### config.mk
export PLATFORM = sky130hd
export DESIGN_NAME = message_stream_splitter_flat
export DESIGN_NICKNAME = d
export VERILOG_FILES = /design/src/rtl/message_stream_splitter_pkg.sv /design/src/rtl/message_stream_splitter_if.sv /design/src/rtl/message_stream_splitter_header_decode.sv /design/src/rtl/message_stream_splitter.sv /design/src/flat_wrapper.sv
export SDC_FILE = /design/constraint.sdc
export NUM_CORES = 1
export LEC_CHECK = 0
export BUFFER_PORTS_ARGS = -buffer_cell sky130_fd_sc_hd__buf_4
export CAP_MARGIN = 20
export CORE_ASPECT_RATIO = 1.75
export CORE_MARGIN = 2
export CORE_UTILIZATION = 45
export CTS_BUF_LIST = sky130_fd_sc_hd__clkbuf_8
export DETAILED_ROUTE_END_ITERATION = 12
export PLACE_DENSITY = 0.77
export REMOVE_ABC_BUFFERS = 1
export SLEW_MARGIN = 10
export SYNTH_ARGS = -nofsm -noshare
export SYNTH_HDL_FRONTEND = slang
export SYNTH_SLANG_ARGS = --single-unit
### constraint.sdc
create_clock -name clk -period 1.5 [get_ports clk]
set_input_delay 0.15 -clock clk [delete_from_list [all_inputs] [get_ports clk]]
set_output_delay 0.15 -clock clk [all_outputs]
set_load 0.005 [all_outputs]
### src/rtl/message_stream_splitter_pkg.sv
// Shared framing constants and state encoding for the message stream combiner/splitter pair.
package message_stream_splitter_pkg;

    typedef enum logic [1:0] {
        ST_HEADER  = 2'd0,
        ST_PAYLOAD = 2'd1,
        ST_RESYNC  = 2'd2
    } split_state_e;

    // Length field sits at the bottom of the header word, index directly above it.
    localparam int LEN_LSB = 0;

    function automatic int hdr_flag_pos(input int wdth);
        return wdth - 1;
    endfunction

    function automatic int idx_lsb(input int len_width);
        return len_width;
    endfunction

endpackage

### src/rtl/message_stream_splitter_if.sv
// Combined-stream input and per-lane output bundle of the splitter.
interface message_stream_splitter_if #(
    parameter int N_STREAMS = 2,
    parameter int WDTH      = 32
);
    logic [WDTH-1:0]           in_data;
    logic                      in_nd;
    logic [N_STREAMS*WDTH-1:0] out_data;
    logic [N_STREAMS-1:0]      out_nd;
    logic                      error;

    modport master (
        output in_data,
        output in_nd,
        input  out_data,
        input  out_nd,
        input  error
    );

    modport slave (
        input  in_data,
        input  in_nd,
        output out_data,
        output out_nd,
        output error
    );
endinterface

### src/rtl/message_stream_splitter_header_decode.sv
// Combinational header field extraction and validity check (message_header_decode).
module message_header_decode #(
    parameter int N_STREAMS         = 2,
    parameter int LOG_N_STREAMS     = 1,
    parameter int MAX_PACKET_LENGTH = 16,
    parameter int MSG_LENGTH_WIDTH  = 5
) (
    input  logic                                      hdr_flag,
    input  logic [MSG_LENGTH_WIDTH+LOG_N_STREAMS-1:0] hdr_fields,
    output logic [LOG_N_STREAMS-1:0]                  hdr_index,
    output logic [MSG_LENGTH_WIDTH-1:0]               hdr_length,
    output logic                                      header_valid
);

    // Split index/length and qualify against lane count and length bounds.
    always_comb begin
        hdr_length   = hdr_fields[MSG_LENGTH_WIDTH-1:0];
        hdr_index    = hdr_fields[MSG_LENGTH_WIDTH +: LOG_N_STREAMS];
        header_valid = hdr_flag
                    && (32'(hdr_index) < 32'(N_STREAMS))
                    && (hdr_length != {MSG_LENGTH_WIDTH{1'b0}})
                    && (32'(hdr_length) <= 32'(MAX_PACKET_LENGTH));
    end

endmodule

### src/rtl/message_stream_splitter.sv
// Demultiplexes a combined header+payload word stream onto N_STREAMS lanes with framing-error flag.
// Optional build macro SPLITTER_FORWARD_HEADER_EN: also emit valid header words on their lane.
module message_stream_splitter
    import message_stream_splitter_pkg::*;
#(
    parameter int N_STREAMS         = 2,
    parameter int LOG_N_STREAMS     = 1,
    parameter int WDTH              = 32,
    parameter int MAX_PACKET_LENGTH = 16,
    parameter int MSG_LENGTH_WIDTH  = 5
) (
    input  logic                     clk,
    input  logic                     reset,
    message_stream_splitter_if.slave bus
);

    localparam int FLAG_POS = hdr_flag_pos(WDTH);
    localparam int IDX_LSB  = idx_lsb(MSG_LENGTH_WIDTH);

    split_state_e                  state_q, state_d;
    logic [MSG_LENGTH_WIDTH-1:0]   rem_q, rem_d;
    logic [LOG_N_STREAMS-1:0]      lane_q, lane_d;
    logic [N_STREAMS*WDTH-1:0]     out_data_q, out_data_d;
    logic [N_STREAMS-1:0]          out_nd_q, out_nd_d;
    logic                          error_q, error_d;

    logic                          hdr_flag_s;
    logic [LOG_N_STREAMS-1:0]      hdr_index_s;
    logic [MSG_LENGTH_WIDTH-1:0]   hdr_length_s;
    logic                          header_valid_s;
    logic                          hdr_seen_s;
    logic                          accept_hdr_s;
    logic                          hdr_error_s;
    logic                          fwd_payload_s;

    assign hdr_flag_s = bus.in_data[FLAG_POS];

    message_header_decode #(
        .N_STREAMS         (N_STREAMS),
        .LOG_N_STREAMS     (LOG_N_STREAMS),
        .MAX_PACKET_LENGTH (MAX_PACKET_LENGTH),
        .MSG_LENGTH_WIDTH  (MSG_LENGTH_WIDTH)
    ) u_hdr_decode (
        .hdr_flag     (hdr_flag_s),
        .hdr_fields   (bus.in_data[IDX_LSB+LOG_N_STREAMS-1:0]),
        .hdr_index    (hdr_index_s),
        .hdr_length   (hdr_length_s),
        .header_valid (header_valid_s)
    );

    // Classify the incoming word: in RESYNC only flagged words are considered headers.
    always_comb begin
        hdr_seen_s    = 1'b0;
        fwd_payload_s = 1'b0;
        case (state_q)
            ST_HEADER:  hdr_seen_s    = bus.in_nd;
            ST_RESYNC:  hdr_seen_s    = bus.in_nd && hdr_flag_s;
            ST_PAYLOAD: fwd_payload_s = bus.in_nd;
            default: begin
                hdr_seen_s    = 1'b0;
                fwd_payload_s = 1'b0;
            end
        endcase
        accept_hdr_s = hdr_seen_s && header_valid_s;
        hdr_error_s  = hdr_seen_s && !header_valid_s;
    end

    // State register.
    always_ff @(posedge clk) begin
        if (reset) begin
            state_q <= ST_HEADER;
        end else begin
            state_q <= state_d;
        end
    end

    // Next-state logic.
    always_comb begin
        state_d = state_q;
        case (state_q)
            ST_HEADER, ST_RESYNC: begin
                if (accept_hdr_s) begin
                    state_d = ST_PAYLOAD;
                end else if (hdr_error_s) begin
                    state_d = ST_RESYNC;
                end else begin
                    state_d = state_q;
                end
            end
            ST_PAYLOAD: begin
                if (fwd_payload_s && (rem_q == MSG_LENGTH_WIDTH'(1))) begin
                    state_d = ST_HEADER;
                end else begin
                    state_d = ST_PAYLOAD;
                end
            end
            default: state_d = ST_HEADER;
        endcase
    end

    // Counter, lane latch, sticky error and lane outputs.
    always_comb begin
        rem_d      = rem_q;
        lane_d     = lane_q;
        error_d    = error_q;
        out_nd_d   = {N_STREAMS{1'b0}};
        out_data_d = out_data_q;

        if (accept_hdr_s) begin
            rem_d  = hdr_length_s;
            lane_d = hdr_index_s;
        end else if (fwd_payload_s) begin
            rem_d = rem_q - MSG_LENGTH_WIDTH'(1);
        end else begin
            rem_d = rem_q;
        end

        if (hdr_error_s) begin
            error_d = 1'b1;
        end else begin
            error_d = error_q;
        end

        for (int k = 0; k < N_STREAMS; k++) begin
            if (fwd_payload_s && (lane_q == LOG_N_STREAMS'(k))) begin
                out_nd_d[k]                 = 1'b1;
                out_data_d[k*WDTH +: WDTH]  = bus.in_data;
`ifdef SPLITTER_FORWARD_HEADER_EN
            end else if (accept_hdr_s && (hdr_index_s == LOG_N_STREAMS'(k))) begin
                out_nd_d[k]                 = 1'b1;
                out_data_d[k*WDTH +: WDTH]  = bus.in_data;
`endif
            end else begin
                out_nd_d[k] = 1'b0;
            end
        end
    end

    // Datapath registers.
    always_ff @(posedge clk) begin
        if (reset) begin
            rem_q      <= {MSG_LENGTH_WIDTH{1'b0}};
            lane_q     <= {LOG_N_STREAMS{1'b0}};
            error_q    <= 1'b0;
            out_nd_q   <= {N_STREAMS{1'b0}};
            out_data_q <= {(N_STREAMS*WDTH){1'b0}};
        end else begin
            rem_q      <= rem_d;
            lane_q     <= lane_d;
            error_q    <= error_d;
            out_nd_q   <= out_nd_d;
            out_data_q <= out_data_d;
        end
    end

    assign bus.out_data = out_data_q;
    assign bus.out_nd   = out_nd_q;
    assign bus.error    = error_q;

endmodule
### src/flat_wrapper.sv
// flat-port wrapper written by rule: the top's interface ports become plain ports
module message_stream_splitter_flat import message_stream_splitter_pkg::*;
#(
    parameter int N_STREAMS         = 2,
    parameter int LOG_N_STREAMS     = 1,
    parameter int WDTH              = 32,
    parameter int MAX_PACKET_LENGTH = 16,
    parameter int MSG_LENGTH_WIDTH  = 5
)
  (clk, reset, bus_in_data, bus_in_nd, bus_out_data, bus_out_nd, bus_error);
  message_stream_splitter_if #(.N_STREAMS(N_STREAMS), .WDTH(WDTH)) bus_i ();
  input  logic clk;
  input  logic reset;
  input wire logic [$bits(bus_i.in_data)-1:0] bus_in_data;
  input wire logic [$bits(bus_i.in_nd)-1:0] bus_in_nd;
  output wire logic [$bits(bus_i.out_data)-1:0] bus_out_data;
  output wire logic [$bits(bus_i.out_nd)-1:0] bus_out_nd;
  output wire logic [$bits(bus_i.error)-1:0] bus_error;
  assign bus_i.in_data = bus_in_data;
  assign bus_i.in_nd = bus_in_nd;
  assign bus_out_data = bus_i.out_data;
  assign bus_out_nd = bus_i.out_nd;
  assign bus_error = bus_i.error;
  message_stream_splitter #(.N_STREAMS(N_STREAMS), .LOG_N_STREAMS(LOG_N_STREAMS), .WDTH(WDTH), .MAX_PACKET_LENGTH(MAX_PACKET_LENGTH), .MSG_LENGTH_WIDTH(MSG_LENGTH_WIDTH)) u_core (.clk(clk), .reset(reset), .bus(bus_i));
endmodule
Yosys cells after proc, flatten, opt, wreduce, memory -nomap -nowiden
Index checks and enable logic that the tools add are counted.
{ "op_classes": {"n_lt_le_gt_ge": 1, "n_reduce_logical": 13, "n_addsub": 1, "mux": 10, "n_bitwise": 1, "eq_ne": 4} }
{ "op_table": {"columns": ["operator", "count"], "rows": [
  ["$mux W5", 2],
  ["$logic_and A1 B1 Y1", 8],
  ["$eq A5 B1 Y1 const B", 1],
  ["$le A5 B5 Y1 const B", 1],
  ["$reduce_bool A5 Y1", 1],
  ["$sub A5 B1 Y5 const B", 1],
  ["$mux W1", 4],
  ["$mux W2", 2],
  ["$pmux W2 S2", 1],
  ["$ne A3 B1 Y1 const B", 1],
  ["$eq A2 B1 Y1 const B", 1],
  ["$eq A2 B2 Y1 const B", 1],
  ["$logic_not A2 Y1", 1],
  ["$pmux W1 S2", 1],
  ["$reduce_bool A2 Y1", 1],
  ["$reduce_or A2 Y1", 1],
  ["$logic_not A1 Y1", 1],
  ["$not A1 Y1", 1]
]} }
{ "totals": {"ff_bits": 75, "inputBits": 35, "out_inout_bits": 67, "word_cells": 37} }

Logic depth before layout (Yosys ltp)
Gate-level depths: netlist of run 1.
{ "logic_depth": {"word_depth": 8, "ltp_mapped": 7, "depth_no_buf": 6} }

Hierarchy
A second synthesis of run 1 with hierarchy kept.
{ "hier_totals": {"hier_cells": 355, "area_unflattened_um2": 2886.5} }
{ "modules_own_cells": {"columns": ["module", "area_each_um2", "cells_per_inst", "n_inst", "seq_area_each_um2"], "rows": [
  ["message_stream_splitter", 2800.2, 345, 1, 1501.4],
  ["message_header_decode", 86.3, 10, 1, 0.0]
]} }

Least setup slack after synthesis of run 1
No wires, ideal clock.
{ "synth_timing": {"kind": "flip-flop to flip-flop", "start": "reg u_core.state_q[1]", "end": "reg u_core.rem_q[3]", "t_arrival_ps": 1282, "synth_period_minus_slack_ps": 1356, "required_ps": 1426, "setup_ps": 74, "path_buffers": 0, "stages_incl_launch_ff": 5, "setup_slack_ps": 144, "path_cell_list": "dfxtp_1 -> nand3b_2 -> or4_1 -> or2_0 -> a31oi_1"} }
{ "synth_via": {"elab_chain_cells": 4, "word_cells_on_any_way": 8, "cone_classes": "2 x eq/ne; 3 x mux; 3 x reduce/logical"} }
{ "synth_lines": {"columns": ["item", "line", "text"], "rows": [
  ["start: declaration", "message_stream_splitter.sv:20", "split_state_e state_q, state_d;"],
  ["start signal: assignment", "message_stream_splitter.sv:73", "state_q <= state_d;"],
  ["$eq A2 B2 Y1 or $logic_not A2 Y1 (tied branches)", "message_stream_splitter.sv:55", "case (state_q)"],
  ["$pmux W1 S2", "message_stream_splitter.sv:55", null],
  ["$logic_and A1 B1 Y1", "message_stream_splitter.sv:64", "accept_hdr_s = hdr_seen_s && header_valid_s;"],
  ["$mux W5 or $reduce_bool A2 Y1 (tied branches)", null, null],
  ["end signal: assignment", "message_stream_splitter.sv:142", "rem_q <= {MSG_LENGTH_WIDTH{1'b0}};"],
  ["end signal: assignment", "message_stream_splitter.sv:148", "rem_q <= rem_d;"],
  ["end: declaration", "message_stream_splitter.sv:21", "logic [MSG_LENGTH_WIDTH-1:0] rem_q, rem_d;"]
]} }
Several ways; a longest one is shown, not always the timed one.
A chain may end at the register's enable or synchronous reset.

Worst setup path after layout of run 1
{ "layout_timing": {"start": "reg u_core.state_q[1]", "end": "reg u_core.rem_q[4]"} }
Same word-level chain as after synthesis.

==> results of run 1 <==
flip-flops by register name, summed over array words and instances, names as in the netlist:
signal               count
u_core.bus.out_data     64
u_core.lane_q            1
u_core.state_q           2
u_core.rem_q             5
u_core.bus.out_nd        2
u_core.bus.error         1
tightest hold or removal path, delay by kind of cell:
| kind | cells | cell delay (ns) |
|---|---|---|
| compound gates | 1 | 0.05 |
| buf+inv | 1 | 0.11 |
| simple gates | 1 | 0.05 |
synth_stat cells:
cell / n
a31oi_1: 2
xnor2_1: 3
clkbuf_1: 10
or4_1: 2
nor3_1: 1
and4bb_1: 1
or2_0: 1
nor2_1: 7
a22oi_1: 1
and4b_2: 1
a21oi_1: 68
nand2_1: 131
and3_1: 1
nor4_4: 1
nand2b_1: 2
ha_1: 2
and2_1: 1
inv_1: 5
a21o_1: 1
nand3_1: 3
nand3b_2: 1
and3b_1: 1
buf_4: 4
o41ai_1: 1
a311oi_1: 1
a221oi_1: 1
dfxtp_1: 75
nand3b_1: 1
and3_2: 1
buf_2: 9
o211ai_1: 1
a311o_1: 1
nor4_2: 1
a211oi_1: 2
mux2i_2: 1
final cells by class:
type                       instances  area share [%]
inverter                           5           0.486
multi-input combinational        242            30.4
tap                               80            2.59
clock buffer                       9            3.21
sequential                        75            39.0
timing repair buffer             115            23.0
clock inverter                     6            1.33
per-stage QoR:
step | util, % | hold slack [ns] | total power [µW]
after global placement | 60.0 | 0.407 | 2380
after global routing | 62.9 | 0.0564 | 3880
final | 62.9 | 0.0601 | 3740
after CTS | 62.9 | 0.0451 | 3770
after detailed placement | 60.0 | 0.415 | 2380
after floorplan | - | 0.219 | 2180
logic make-up after synthesis:
kind of cell / count (synthesis) / synth area share [%]
xor+xnor: 3 / 0.938
simple gates: 157 / 24.2
fa+ha+maj: 2 / 0.893
mux: 1 / 0.491
buf+inv: 28 / 4.69
compound gates: 79 / 15.2
flops: 75 / 53.6
routing by layer:
metal	global-route usage (%)	vias up
li1	-	1336
met1	22.5	1257
met2	39.6	80
met3	3.85	25
met4	14.8	0
met5	0	-
how the worst min path moves through the flow:
stage / from / end / slack (ns) / cells past startpoint
floorplan: reset / u_core.bus.out_data[0] / 0.22 / 1
global placement: bus_in_data[22] / u_core.bus.out_data[54] / 0.41 / 3
detailed placement: bus_in_data[31] / u_core.bus.error / 0.41 / 2
CTS: bus_in_data[31] / u_core.bus.error / 0.05 / 2
global route: bus_in_data[23] / u_core.bus.out_data[55] / 0.06 / 3
finish: bus_in_data[8] / u_core.bus.out_data[40] / 0.06 / 3
power breakdown:
group          internal (µW)  total [µW]  switching, µW
Sequential              2020        2050           26.6
Combinational            142         289            147
Clock                    735        1400            664
timing repair:
item / CTS / global route
setup endpoints to repair: 0 / 10
endpoints found under the hold margin: 0 / 0
resized for setup: 0 / 3
==> summary.md, run 1 <==
| Metric | Value |
|---|---|
| Status | finished clean |
| Root Driver | clkbuf_8 |
| Cell Pwr Density | 969 mW/mm² |
| Cells after synthesis | 345 |
| Setup Viol. Count Final | 0 |
| Largest net degree at the start of global routing | 76 |
| DR vias/cell | 5.07 |
| CTS buffer count | 9 |
| Chip width | 63.6 µm |
| Reg area | 0.00150 mm² |
| Skew final | 0.00543 ns |
| Sequential share of the synthesized area | 53.6% |
| Slowest cell on crit path | o41ai_1 |
| P&R area growth vs syn | 37.8% |
| Max-slew violations | 0 |
| # diodes | 0 |
| Crit path buf inv count | 1 |
| Crit share post-route | 94.8% |
| Worst reg2reg path startpoint | u_core.state_q[1] |
| CP Depth | 5 |
| Number of library cell types mapped by synthesis | 35 |
| Worst path max stage delay | 0.36 ns |
| Mapped Avg Cell Area | 8.12 µm² |
| Post-CTS Setup Bufs | 0 |
| Pre-Repair DR Iteration Count | 4 |
| Crit path capture | u_core.rem_q[4] |
| Met1 WL | 2.69 mm |
| RePlAce Congestion | 0.955 |
| Hold/Removal Path Class | in2reg |
| Total grt overflow | 0 |
| WS Path Type | reg2reg |
| Max_slew headroom | 71.2% |
| I/O Buffers | 101 |
| Seq cells post-synth | 75 |
| VDD IR max | 0.554 mV |
| Vias in the first global route | 2528 |
| R2R setup slack | 0.08 ns |
| Post-synth top area cell | dfxtp_1 |
| Area after DPL | 0.00368 mm² |
| DIE AREA | 0.00690 mm² |
| Final Worst Setup Slack | 0.0774 ns |
| Residual DRC count | 0 |
| CTS tree | built |
| Drt first-iter violations | 202 |
| RR Endpoint | u_core.rem_q[4] |
| CP arrival | 1.62 ns |
| RSZ-0062 raised after global routing | false |
| Post-DP HPWL | 5.04 mm |
| Worst-Margin Slew | 0.427 ns |
| Dominant cells by area after synthesis | dfxtp_1, nand2_1, a21oi_1 |
| Clk buf depth | 2 |
| Met3 Routed Length | 257 µm |
| Final Non-Filler Cells | 532 |
| Fillers | 543 |
| Pre-CTS setup slack | 0.0833 ns |
| Synth top area share | 53.6% |
| WP data required | 1.70 ns |
| Setup_tns | 0 ns |
| First-pass GRT wire length | 11.6 mm |
| NumNets Final | 485 |
| DP Cell Count | 517 |
| Initial antenna violation count | 0 |
| CP Launch Point | u_core.state_q[1] |
| Mapped Area | 0.00280 mm² |
| Commonest non-fill, non-tap cells in the layout | nand2_1, buf_4, dfxtp_1 |
| Length of routed met2 wiring | 3.94 mm |
| Max Cap Violations | 0 |
| Layout cells sized above 1 | 30.3% |
| Post-route ant nets | 0 |
| Final Cell Area | 0.00386 mm² |
| P_leak | 0.00157 µW |
| H-tree levels | 3 |
| Cts hold-fix bufs | 0 |
| Cell count of the worst reg-to-reg path | 5 |
| Total track usage | 21.9% |
| Routed wire length | 7.23 mm |
| Max Freq | 0.703 GHz |
| Die height | 108 µm |
| Avg WL per Cell | 13.6 µm |
| Hold Violations, Final | 0 |
| Setup crit start kind | register |
| Worst path cell trace | nand3b_2 -> buf_4 -> o41ai_1 -> a21o_1 -> a221oi_1 |
| Area of the multi-input gates | 0.00117 mm² |
| Row count | 38 |
| Top Layer Used | met4 |
| Crit path max fanout | 5 |
| Yosys warns | 0 |
| Most common cell after layout, fill and taps aside | nand2_1 |
| # clock sinks | 75 |
| Top Family by Delay on Critical Path | compound AO/OA/AOI/OAI gates |
| Clock-pin slew on the worst setup and hold paths | 0.07 ns |
| Total core area | 0.00613 mm² |
| Worst setup EP type | register |
| Starting Density | 45.7% |
| Worst-skew pair later-pin latency | 0.34 ns |
| Vias post-DR | 2698 |
| Post-route minimum period | 1.42 ns |
| Top Ports | 102 |
(Power assumes the default switching activity.)
==> run 2, diff against run 1 <==
--- a/config.mk
+++ b/config.mk
@@ -12,9 +12,10 @@
 export CORE_UTILIZATION = 45
 export CTS_BUF_LIST = sky130_fd_sc_hd__clkbuf_8
 export DETAILED_ROUTE_END_ITERATION = 12
-export PLACE_DENSITY = 0.77
+export PLACE_DENSITY = 0.79
 export REMOVE_ABC_BUFFERS = 1
 export SLEW_MARGIN = 10
 export SYNTH_ARGS = -nofsm -noshare
 export SYNTH_HDL_FRONTEND = slang
+export SYNTH_HIERARCHICAL = 1
 export SYNTH_SLANG_ARGS = --single-unit
==> constraint.sdc (replaced) <==
create_clock -name clk -period 1.1 [get_ports clk]
set_input_delay 0.11 -clock clk [delete_from_list [all_inputs] [get_ports clk]]
set_output_delay 0.11 -clock clk [all_outputs]
set_load 0.005 [all_outputs]
==> run 2 against run 1 <==
The run now ends with setup timing left; register-to-register slack got worse by 0.34 ns; clock power increased by 24%; sequential power is 37% higher; sequential cell count unchanged; clock skew rose by 0.0013 ns; fmax rose by 4.3%; routed wire length grew 53%; synthesized cell count up 2.9%; global-route usage rose by 1.2 points; highest routed layer unchanged.
==> summary.md, run 2 <==
| Metric | Value |
|---|---|
| H-tree levels | 3 |
| Synth async-reset ratio | 0% |
| Main synth FF type | dfxtp_1 |
| Status | finished, violations left |
| Final Cell Area | 0.00506 mm² |
| Avg WL per Cell | 19.7 µm |
| Post-synth top cells | nand2_1, dfxtp_1, a21oi_1, buf_2, clkbuf_1 |
| Max Freq | 0.733 GHz |
| # clock sinks | 75 |
| Residual DRC count | 0 |
| WP data required | 1.37 ns |
| DIE AREA | 0.00710 mm² |
| Area after DPL | 0.00382 mm² |
| Post-DP HPWL | 5.33 mm |
| RSZ-0062 raised after global routing | true |
| Sequential share of the synthesized area | 52.0% |
| Clk buf depth | 2 |
| Row count | 38 |
| Worst setup EP type | register |
| CTS buffer count | 9 |
| Seq cells post-synth | 75 |
| Clock-pin slew on the worst setup and hold paths | 0.07 ns |
| First-pass GRT wire length | 12.5 mm |
| Root Driver | clkbuf_8 |
| Post-route minimum period | 1.36 ns |
| Setup crit start kind | register |
| Most frequent cell after synthesis | nand2_1 |
| Hold WS | 0.0258 ns |
| Routed wire length | 11.0 mm |
| Worst-Margin Slew | 0.408 ns |
| Hold/Removal Path Class | in2reg |
| Yosys warns | 6 |
| Die height | 110 µm |
| Pre-CTS setup slack | -0.556 ns |
| Post-synth EDFFs | 0 |
| Worst-skew pair later-pin latency | 0.34 ns |
| Pre-Repair DR Iteration Count | 4 |
| Cell Pwr Density | 1030 mW/mm² |
| Dominant cells by area after synthesis | dfxtp_1, nand2_1, a21oi_1 |
| Vias in the first global route | 2748 |
| Number of library cell types mapped by synthesis | 38 |
| Starting Density | 46.7% |
| Skew final | 0.00676 ns |
| WS Path Type | reg2reg |
| Drt first-iter violations | 154 |
| Initial antenna violation count | 0 |
| # diodes | 0 |
| DR vias/cell | 5.57 |
| Post-synth top area cell | dfxtp_1 |
| Final Worst Setup Slack | -0.264 ns |
| Synth top area share | 52.0% |
| Chip width | 64.5 µm |
| Total core area | 0.00618 mm² |
| I/O Buffers | 101 |
| Setup Viol. Count Final | 73 |
| Most common cell after layout, fill and taps aside | buf_4 |
| Fin util | 81.9% |
| Max_slew headroom | 72.5% |
| P&R area growth vs syn | 75.4% |
| Failing checks | setup timing |
| Mapped Avg Cell Area | 8.13 µm² |
| P_leak | 0.00214 µW |
| NumNets Final | 515 |
| Mapped Area | 0.00289 mm² |
| Max reg flops | 64 |
| VDD IR max | 0.653 mV |
| Cells after synthesis | 355 |
| Max-slew violations | 0 |
| Vias post-DR | 3119 |
| Commonest non-fill, non-tap cells in the layout | buf_4, dfxtp_1, nand2_1 |
| CTS tree | built |
| Hold Violations, Final | 0 |
| Post-route ant nets | 0 |
| Max Cap Violations | 0 |
| Cts hold-fix bufs | 0 |
| Setup_tns | -13.99 ns |
| Crit share post-route | 124% |
| Top Ports | 102 |
| CP arrival | 1.64 ns |
| Largest net degree at the start of global routing | 47 |
| Crit path max fanout | 5 |
| RePlAce Congestion | 0.803 |
| Total track usage | 23.0% |
| Layout cells sized above 1 | 63.5% |
| Total grt overflow | 0 |
run 2: what timing repair did:
action | in CTS | in global routing
setup buffers | 8 | 4
pin swaps | 1 | 115
setup endpoints to repair | 72 | 72
resized for setup | 26 | 201
cloned | 4 | 9
run 2: layout make-up:
cell class,instances,area [µm²]
Clock buffer,10,138
Clock inverter,3,11.3
Fill cell,357,1120
Inverter,4,15.0
Multi-Input combinational cell,242,1930
Sequential cell,75,1510
Tap cell,80,100
Timing Repair Buffer,146,1360
run 2: worst max-delay path, stage by stage, from the launching register on:
cell and delay (ns):
dfxtp_4 0.38, buf_12 0.11, and4bb_4 0.34, buf_6 0.13, buf_8 0.14, nand2_4 0.06, a21oi_2 0.14
run 2: metal layers:
metal	global-route usage, %	part of all wire, %	up-vias
li1	-	-	1420
met1	23.5	34	1542
met2	42.0	56	118
met3	3.17	4.8	39
met4	17.2	4.5	0
met5	0	0	-
run 2: worst paths after layout:
path | startpoint | cells after the start | to | slack, ns
max | u_core/state_q[0] | 6 | u_core/bus.out_data[17] | -0.26
min | bus_in_data[14] | 3 | u_core/bus.out_data[14] | 0.03
max reg2reg | u_core/state_q[0] | 6 | u_core/bus.out_data[17] | -0.26
min reg2reg | u_core/bus.out_data[5] | 2 | u_core/bus.out_data[5] | 0.46
run 2: per-stage QoR:
step / cells / total power (µW)
3_5_place_dp: 527 / 3320
4_1_cts: 552 / 5060
2_1_floorplan: 321 / 3000
6_report: 560 / 5230
3_3_place_gp: 527 / 3310
5_1_grt: 560 / 5390
run 2: where the power goes:
part / leakage, µW / switching, µW / internal, µW / total (µW)
Combinational: 0.00145 / 361 / 325 / 686
Sequential: 0.000607 / 40.1 / 2760 / 2800
Clock: 0.0000879 / 921 / 820 / 1740
Total: 0.00214 / 1320 / 3910 / 5230
run 2: kinds of logic (layout without fill, tap and decap cells):
group	Yosys count	after routing	synth area share, %
AOI/OAI and AO/OA	81	81	15.5
xor gates and xnor gates	2	2	0.607
adders and majority gates	2	2	0.867
buffers and inverters	38	163	6.59
DFF	75	75	52.0
muxes	2	2	0.694
and+or+nand+nor	155	155	23.8
